<file path="config.mk">
export PLATFORM = sky130hd
export DESIGN_NAME = cpu8_out_port
export DESIGN_NICKNAME = d
export VERILOG_FILES = /design/src/rtl/cpu8_defs.sv /design/src/rtl/cpu8_fifo.sv /design/src/rtl/cpu8_out_port.sv
export SDC_FILE = /design/constraint.sdc
export NUM_CORES = 1
export LEC_CHECK = 0
export BUFFER_PORTS_ARGS = -buffer_cell sky130_fd_sc_hd__buf_2
export CAP_MARGIN = 0
export CORE_MARGIN = 2
export CORE_UTILIZATION = 56
export DETAILED_ROUTE_END_ITERATION = 8
export PLACE_DENSITY = 0.91
export SETUP_SLACK_MARGIN = 0.05
export SKIP_CTS_REPAIR_TIMING = 1
export SLEW_MARGIN = 20
export SYNTH_ARGS = -nofsm -noshare
export SYNTH_HDL_FRONTEND = slang
export SYNTH_SLANG_ARGS = --single-unit
export TNS_END_PERCENT = 5
</file>
<file path="constraint.sdc">
create_clock -name clk -period 5.7 [get_ports clk]
set_input_delay 1.14 -clock clk [delete_from_list [all_inputs] [get_ports clk]]
set_output_delay 1.14 -clock clk [all_outputs]
set_load 0.01 [all_outputs]
</file>
<file path="src/rtl/cpu8_defs.sv">
// Shared definitions for the cpu8 memory-mapped output port: data width,
// address map, control-register bit indices and the status byte layout.
package cpu8_defs;

   localparam int BW = 8;

   // Address map seen by the CPU
   localparam logic [7:0] ADDR_DATA   = 8'hF0;
   localparam logic [7:0] ADDR_STATUS = 8'hF1;
   localparam logic [7:0] ADDR_CTRL   = 8'hF2;

   // Control register bit indices
   localparam int CTRL_CLR_OVF = 0;
   localparam int CTRL_FLUSH   = 1;

   // Status byte, MSB first: {ovf, full, empty, count[4:0]}
   typedef struct packed {
      logic       ovf;
      logic       full;
      logic       empty;
      logic [4:0] count;
   } status_t;

endpackage

</file>
<file path="src/rtl/cpu8_fifo.sv">
// Synchronous first-word-fall-through FIFO. The head entry is visible on
// rdata whenever the FIFO is non-empty; a flush clears pointers and count.
module cpu8_fifo #(
   parameter int W     = 8,
   parameter int DEPTH = 4
) (
   input  logic                       clk,
   input  logic                       rstn,
   input  logic                       push,
   input  logic                       pop,
   input  logic                       flush,
   input  logic [W-1:0]               wdata,
   output logic [W-1:0]               rdata,
   output logic [$clog2(DEPTH):0]     count,
   output logic                       full,
   output logic                       empty
);

   localparam int AW = $clog2(DEPTH);
   localparam int CW = AW + 1;

   logic [W-1:0]  mem [DEPTH];
   logic [AW-1:0] wr_ptr;
   logic [AW-1:0] rd_ptr;
   logic          push_ok;
   logic          pop_ok;

   assign full  = (count == CW'(DEPTH));
   assign empty = (count == '0);

   // A pop of an empty FIFO is meaningless; a push into a full FIFO is only
   // legal when the head leaves in the same cycle. Flush overrides both.
   assign pop_ok  = pop & ~empty & ~flush;
   assign push_ok = push & (~full | pop_ok) & ~flush;

   // Head byte is forced to zero while empty so no stale data is presented.
   assign rdata = empty ? '0 : mem[rd_ptr];

   // Storage write; contents are only meaningful below count.
   // NOTE: the memory array is deliberately not reset -- pointers and count
   // define validity, and a resettable array would cost a flop per bit.
   always_ff @(posedge clk) begin
      if (push_ok) begin
         mem[wr_ptr] <= wdata;
      end
   end

   // Pointer and occupancy bookkeeping; power-of-two depth wraps naturally.
   // NOTE: non-blocking assignments keep every register reading pre-edge values.
   always_ff @(posedge clk or negedge rstn) begin
      if (!rstn) begin
         wr_ptr <= '0;
         rd_ptr <= '0;
         count  <= '0;
      end else if (flush) begin
         wr_ptr <= '0;
         rd_ptr <= '0;
         count  <= '0;
      end else begin
         if (push_ok) wr_ptr <= wr_ptr + AW'(1);
         if (pop_ok)  rd_ptr <= rd_ptr + AW'(1);
         case ({push_ok, pop_ok})
            2'b10:   count <= count + CW'(1);
            2'b01:   count <= count - CW'(1);
            default: count <= count;
         endcase
      end
   end

endmodule

</file>
<file path="src/rtl/cpu8_out_port.sv">
// Memory-mapped output port for cpu8. Bytes written to the data address are
// queued in a FWFT FIFO and drained over valid/ready; the status byte is
// returned on rdata one cycle after it is addressed. Overflow is sticky until
// cleared through the control register, which can also flush the queue.
module cpu8_out_port
   import cpu8_defs::*;
#(
   parameter int            bw          = BW,
   parameter int            DEPTH       = 4,
   parameter logic [bw-1:0] DATA_ADDR   = bw'(ADDR_DATA),
   parameter logic [bw-1:0] STATUS_ADDR = bw'(ADDR_STATUS),
   parameter logic [bw-1:0] CTRL_ADDR   = bw'(ADDR_CTRL)
) (
   input  logic          clk,
   input  logic          rstn,
   input  logic [bw-1:0] addr,
   input  logic [bw-1:0] wdata,
   input  logic          wr,
   output logic [bw-1:0] rdata,
   output logic [bw-1:0] out_data,
   output logic          out_valid,
   input  logic          out_ready,
   output logic          full,
   output logic          ovf
);

   localparam int CW = $clog2(DEPTH) + 1;

   logic          sel_data;
   logic          sel_ctrl;
   logic          flush;
   logic          clr_ovf;
   logic          pop;
   logic          push;
   logic          drop;
   logic          empty;
   logic [CW-1:0] count;
   status_t       status;

   // Address decode and handshake qualification
   assign sel_data = wr & (addr == DATA_ADDR);
   assign sel_ctrl = wr & (addr == CTRL_ADDR);
   assign flush    = sel_ctrl & wdata[CTRL_FLUSH];
   assign clr_ovf  = sel_ctrl & wdata[CTRL_CLR_OVF];
   assign pop      = out_valid & out_ready & ~flush;
   assign push     = sel_data & (~full | pop);
   assign drop     = sel_data & full & ~pop;

   assign out_valid = ~empty;

   cpu8_fifo #(
      .W     (bw),
      .DEPTH (DEPTH)
   ) u_fifo (
      .clk   (clk),
      .rstn  (rstn),
      .push  (push),
      .pop   (pop),
      .flush (flush),
      .wdata (wdata),
      .rdata (out_data),
      .count (count),
      .full  (full),
      .empty (empty)
   );

   // Assemble the status byte from current (pre-edge) state.
   // NOTE: every field is assigned on every pass, so no latch can be inferred.
   always_comb begin
      status       = '0;
      status.ovf   = ovf;
      status.full  = full;
      status.empty = empty;
      status.count = 5'(count);
   end

   // Sticky overflow flag; an explicit clear beats a same-cycle drop.
   always_ff @(posedge clk or negedge rstn) begin
      if (!rstn) begin
         ovf <= 1'b0;
      end else if (clr_ovf) begin
         ovf <= 1'b0;
      end else if (drop) begin
         ovf <= 1'b1;
      end
   end

   // Registered read-back path: status when addressed, zero otherwise.
   always_ff @(posedge clk or negedge rstn) begin
      if (!rstn) begin
         rdata <= '0;
      end else begin
         rdata <= (addr == STATUS_ADDR) ? bw'(status) : '0;
      end
   end

endmodule

</file>
Word-level counts from Yosys, hierarchy flattened. Memory sizes are Yosys's and may differ from the RTL's. Index checks and enable logic that the tools add are counted.

Add/sub/neg operators: 4. Equality and inequality tests: 6. Mux-type cells: 12. Bitwise gates (word level): 19. Reduce and logical (&&, ||, !) cells: 5.

Operator list (count): equality test 8 bit (second input constant) (3); 2-to-1 mux 8 bit (2); AND 1 bit (13); 2-to-1 mux 2 bit (4); case mux 3 bit (2 select lines) (1); nonzero test 2 bit (3); adder 2 x 1 -> 2 bit (second input constant) (2); 2-to-1 mux 1 bit (4); inverter 1 bit (4); adder 3 x 1 -> 3 bit (second input constant) (1); equality test 3 bit (second input constant) (1); zero test 3 bit (1); 2-to-1 mux 3 bit (1); nonzero test 3 bit (1); subtractor 3 x 1 -> 3 bit (second input constant) (1); equality test 2 x 1 -> 1 bit (second input constant) (1); equality test 2 bit (second input constant) (1); bitwise OR 1 bit (2).

Bits in registers: 16. Memory bits (writable): 32. Input port bits: 20. Output and inout bits: 19. Logic and storage cells: 52. Memories: 1.

Memories: u_fifo.mem (words 4, width 8, rd ports 1, clocked after Yosys merged registers in 0, write ports 1, RTL line cpu8_fifo.sv:22) `logic [W-1:0] mem [DEPTH];`.

Logic depth before layout (Yosys ltp).
Depth after elaboration: 13. Depth in mapped cells: 7. Mapped depth without buffers: 7.

Modules after synthesis. Synthesis repeated with hierarchy kept, for this count alone.

Cells, all modules: 135. Area total of the unflattened synthesis: 2050.7 um^2.

By module, submodules not included: cpu8_fifo (times used 1, cells each 102, area each 1691.6 um^2, sequential area each 1136.1 um^2); cpu8_out_port (times used 1, cells each 33, area each 359.1 um^2, sequential area each 175.2 um^2).

Least setup slack after synthesis. OpenSTA, ideal clock, no wires.

Path type: input to register. Start point: input addr[2]. End point: register u_fifo.count[2]. Setup time: 131 ps. Data arrival time: 2604 ps. Required time: 5569 ps. Path slack: 2965 ps. Stages on the path: 7. Path buffers: 0. Cell sequence: nand4bb_4 nor3_4 a21oi_1 fa_1 and3_1 o31ai_1 a31oi_1.

Longest elaborated chain between the ends: 13. Elaborated cells between the ends (all ways): 19. Classes of those cells: 4 x eq/ne; 2 x mux; 12 x bitwise; 1 x reduce/logical.

RTL lines: start: declaration (RTL line cpu8_out_port.sv:16) `input logic [bw-1:0] addr,`; equality test 8 bit (RTL line cpu8_out_port.sv:42) `assign sel_ctrl = wr & (addr == CTRL_ADDR);`; AND 1 bit (RTL line cpu8_out_port.sv:42); AND 1 bit (RTL line cpu8_out_port.sv:43) `assign flush = sel_ctrl & wdata[CTRL_FLUSH];`; inverter 1 bit (RTL line cpu8_fifo.sv:33, cpu8_fifo.sv:34, cpu8_out_port.sv:45); AND 1 bit (RTL line cpu8_out_port.sv:45) `assign pop = out_valid & out_ready & ~flush;`; AND 1 bit (2 in a row) (RTL line cpu8_fifo.sv:33) `assign pop_ok = pop & ~empty & ~flush;`; bitwise OR 1 bit (RTL line cpu8_fifo.sv:34) `assign push_ok = push & (~full | pop_ok) & ~flush;`; AND 1 bit (2 in a row) (RTL line cpu8_fifo.sv:34); equality test 2 x 1 -> 1 bit / equality test 2 bit (equally long branches) (RTL line cpu8_fifo.sv:62) `case ({push_ok, pop_ok})`; case mux 3 bit (2 select lines) (RTL line cpu8_fifo.sv:62); 2-to-1 mux 3 bit (RTL line cpu8_fifo.sv:55) `end else if (flush) begin`; end signal: assignment (RTL line cpu8_fifo.sv:63) `2'b10: count <= count + CW'(1);`; end signal: assignment (RTL line cpu8_fifo.sv:64) `2'b01: count <= count - CW'(1);`; end signal: assignment (RTL line cpu8_fifo.sv:65) `default: count <= count;`; end: declaration (RTL line cpu8_fifo.sv:14) `output logic [$clog2(DEPTH):0] count,`.

Several ways; a longest one is shown, not always the timed one. A chain may end at the register's enable or synchronous reset.

Final worst setup path.
Start point: register u_fifo.rd_ptr[0]. End point: output out_data[3].

Longest elaborated chain between the ends: 2.

RTL lines: start: declaration (RTL line cpu8_fifo.sv:24) `logic [AW-1:0] rd_ptr;`; start signal: assignment (RTL line cpu8_fifo.sv:61) `if (pop_ok) rd_ptr <= rd_ptr + AW'(1);`; memory read (4 x 8 bit); 2-to-1 mux 8 bit (RTL line cpu8_fifo.sv:37) `assign rdata = empty ? '0 : mem[rd_ptr];`; end: declaration (RTL line cpu8_out_port.sv:20) `output logic [bw-1:0] out_data,`.

No other way between the ends.

==> summary.md <==
| Metric | Value |
|---|---|
| Outcome | `finished clean` |
| Main synth FF type | `edfxtp_1` |
| Clock buffer depth | `2` |
| Fin. Hold Viols | `0` |
| Synthesis Warnings | `0` |
| Via density | `5.32` |
| Register-to-Register Path Depth | `6` |
| Sequential share of the synthesized area | `63.6%` |
| PortBufs | `36` |
| Largest net degree at the start of global routing | `15` |
| DIE HEIGHT | `64.7 µm` |
| Via count | `1171` |
| I/O Pins | `39` |
| Worst Path Required | `4.56 ns` |
| Crit-path leading delay family | `flip-flops` |
| Die span in x | `64.7 µm` |
| Clk slew on worst S/H paths | `0.08 ns` |
| TritonCTS sink count | `46` |
| Type of origin of the critical path | `flip-flop` |
| H-tree levels | `2` |
| Cell count after placement | `212` |
| Post-synth EDFFs | `32` |
| Initial DRC Count | `55` |
| WP buf/inv | `1` |
| Worst-path cell chain | `mux4_2, nor2b_1, buf_2` |
| First-pass GRT wire length | `5.73 mm` |
| Met3 WL | `154 µm` |
| # DRC | `0` |
| Max-cap violations | `0` |
| Critical path class | `reg2out` |
| Critical-path cell with the highest stage delay | `dfrtp_1` |
| Hold Path Stages | `2` |
| Mapped Area | `2060 µm²` |
| Final core utilization | `65.9%` |
| CP Max Fanout | `9` |
| Initial antenna violation count | `0` |
| Minimum setup slack after placement | `2.71 ns` |
| Syn-to-layout area delta | `15.2%` |
| Hold Crit Class | `reg2reg` |
| Final HPWL DP | `2.65 mm` |
| Setup WS post-layout | `2.73 ns` |
| Drt wl/cell | `15.9 µm` |
| Inserted Clock Buffers | `5` |
| Antenna Cells | `0` |
| Met2 routed WL | `1.93 mm` |
| Top-area cell type share of the netlist area | `46.6%` |
| Post-layout min period | `2.97 ns` |
| Max_slew headroom | `64.8%` |
| #FFs+latches synth | `46` |
| Leakage | `0.000950 µW` |
| Starting Density | `57.1%` |
| Number of global-route vias before repair | `1150` |
| Final WL | `3.50 mm` |
| Row Count | `22` |
| Nets@finish | `196` |
| Async SR Flop Fraction | `30.4%` |
| VDD IR max | `174 µV` |
| Mean post-synth cell area | `15.9 µm²` |
| Leading area contributor after synthesis | `edfxtp_1` |
| Top post-synthesis cells by area | `edfxtp_1 47%, dfrtp_1 17%, mux4_2 8.7%, and2_1 2.7%, ha_1 2.4%` |
| Skew final | `0.00644 ns` |
| Root Buffer | `clkbuf_8` |
| Placed cell area | `2290 µm²` |
| Global-route usage over all layers | `19.1%` |
| Distinct cells, synth | `37` |
| RD Place Congestion | `0.770` |
| Crit end category | `output pin` |
| CP arrival | `1.83 ns` |
| Routed Antenna Nets | `0` |
| Setup tns final | `0 ns` |
| Grt total ovfl | `0` |
| Gate Count Post-Synth | `130` |
| Slowest stage delay, CP | `0.68 ns` |
| Die area | `4180 µm²` |
| Post-Layout Cell Count | `220` |
| First drt pass iteration count | `4` |
| Design area | `2370 µm²` |
| Top sig layer | `met4` |
| Layout cells sized above 1 | `36.6%` |
| Cell Pwr Density | `370 nW/µm²` |
| CTS tree | `built` |
| Crit. path cell count | `3` |
| Worst-skew pair later-pin latency | `0.29 ns` |
| Final period utilization | `52.2%` |
| Worst slew pin tran | `0.528 ns` |
| # setup viols final | `0` |
| Slew Viols, Final | `0` |
| Core area | `3610 µm²` |
| Fmax | `336 MHz` |
| M1 WL | `1.35 mm` |
| RSZ-0062 raised after global routing | `false` |
[final cells by class]
cell class	count	area (µm²)
timing repair buffer	37	188
fill	244	1230
multi-input combinational	76	711
clock inverter	2	13.8
clock buffer	6	72.6
tap	48	60.1
inverter	5	18.8
sequential	46	1310
[state kept, by name, summed over array words and instances, names as in the netlist]
name	cells
ovf	1
rdata	6
u_fifo.count	3
u_fifo.mem	32
u_fifo.rd_ptr	2
u_fifo.wr_ptr	2
[cells in the final DEF (no fill, tap or decap), types with 4 or more instances in the layout]
cell type / n
buf_2: 36
edfxtp_1: 32
dfrtp_1: 14
and2_1: 9
mux4_2: 8
nor2b_1: 8
nor2_1: 8
nand2_1: 5
clkbuf_8: 5
inv_1: 4
ha_1: 4
[kinds of logic (layout without fill, tap and decap cells)]
group / after synthesis / in the layout / synth area share [%]
AND/OR/NAND/NOR: 45 / 45 / 15.2
XOR/XNOR: 4 / 4 / 1.70
AO/OA/AOI/OAI: 7 / 7 / 2.31
other: 1 / 2 / 0.182
flip-flops: 46 / 46 / 63.6
multiplexers: 13 / 13 / 11.5
buffers and inverters: 9 / 50 / 2.06
adder cells (fa/ha/maj): 5 / 5 / 3.40
[synthesized netlist by cell type (all sizes together) (2+ instances only)]
cell type,number
and2,10
ha,4
xnor2,3
o31ai,2
dfrtp,14
mux2i,3
nand2,5
o21ai,2
edfxtp,32
and3,2
mux4,8
nor4,2
a31oi,2
nor2b,8
buf,3
nor3,3
inv,5
nand2b,2
mux2,2
nor2,8
[stage by stage]
step / hold WS, ns / power, µW
2_1_floorplan: 0.503 / 611
3_3_place_gp: 0.520 / 686
3_5_place_dp: 0.526 / 699
4_1_cts: 0.545 / 883
5_1_grt: 0.600 / 931
6_report: 0.556 / 878
[where the power goes]
group | switching (µW) | internal [µW] | total (µW)
Combinational | 113 | 140 | 254
Clock | 103 | 86.5 | 190
Sequential | 57.0 | 378 | 435
Total | 274 | 604 | 878
[metal layers]
layer / vias to the layer above / GRT usage [%]
met5: - / 0
met2: 36 / 33.5
li1: 551 / -
met3: 6 / 4.69
met1: 578 / 23.4
met4: 0 / 6.38
[final timing paths]
path,startpoint,end,slack [ns]
worst max-delay path,u_fifo.rd_ptr[0]$_DFFE_PN0P_,out_data[3],2.73
worst min-delay path,ovf$_DFFE_PN0P_,ovf$_DFFE_PN0P_,0.56
worst max register to register,u_fifo.count[1]$_DFFE_PN0P_,u_fifo.count[2]$_DFFE_PN0P_,3.60
worst min register to register,ovf$_DFFE_PN0P_,ovf$_DFFE_PN0P_,0.56
max in group asynchronous,rstn,rdata[5]$_DFF_PN0_,4.73
min in group asynchronous,rstn,u_fifo.count[2]$_DFFE_PN0P_,0.73
[worst register-to-register path: stages, from the launching register on]
cell,delay (ns)
dfrtp_1,0.48
o31ai_2,0.48
a21oi_1,0.15
fa_1,0.45
and3_1,0.17
o31ai_1,0.19
a31oi_1,0.06
Power figures use the tool's default switching activity.
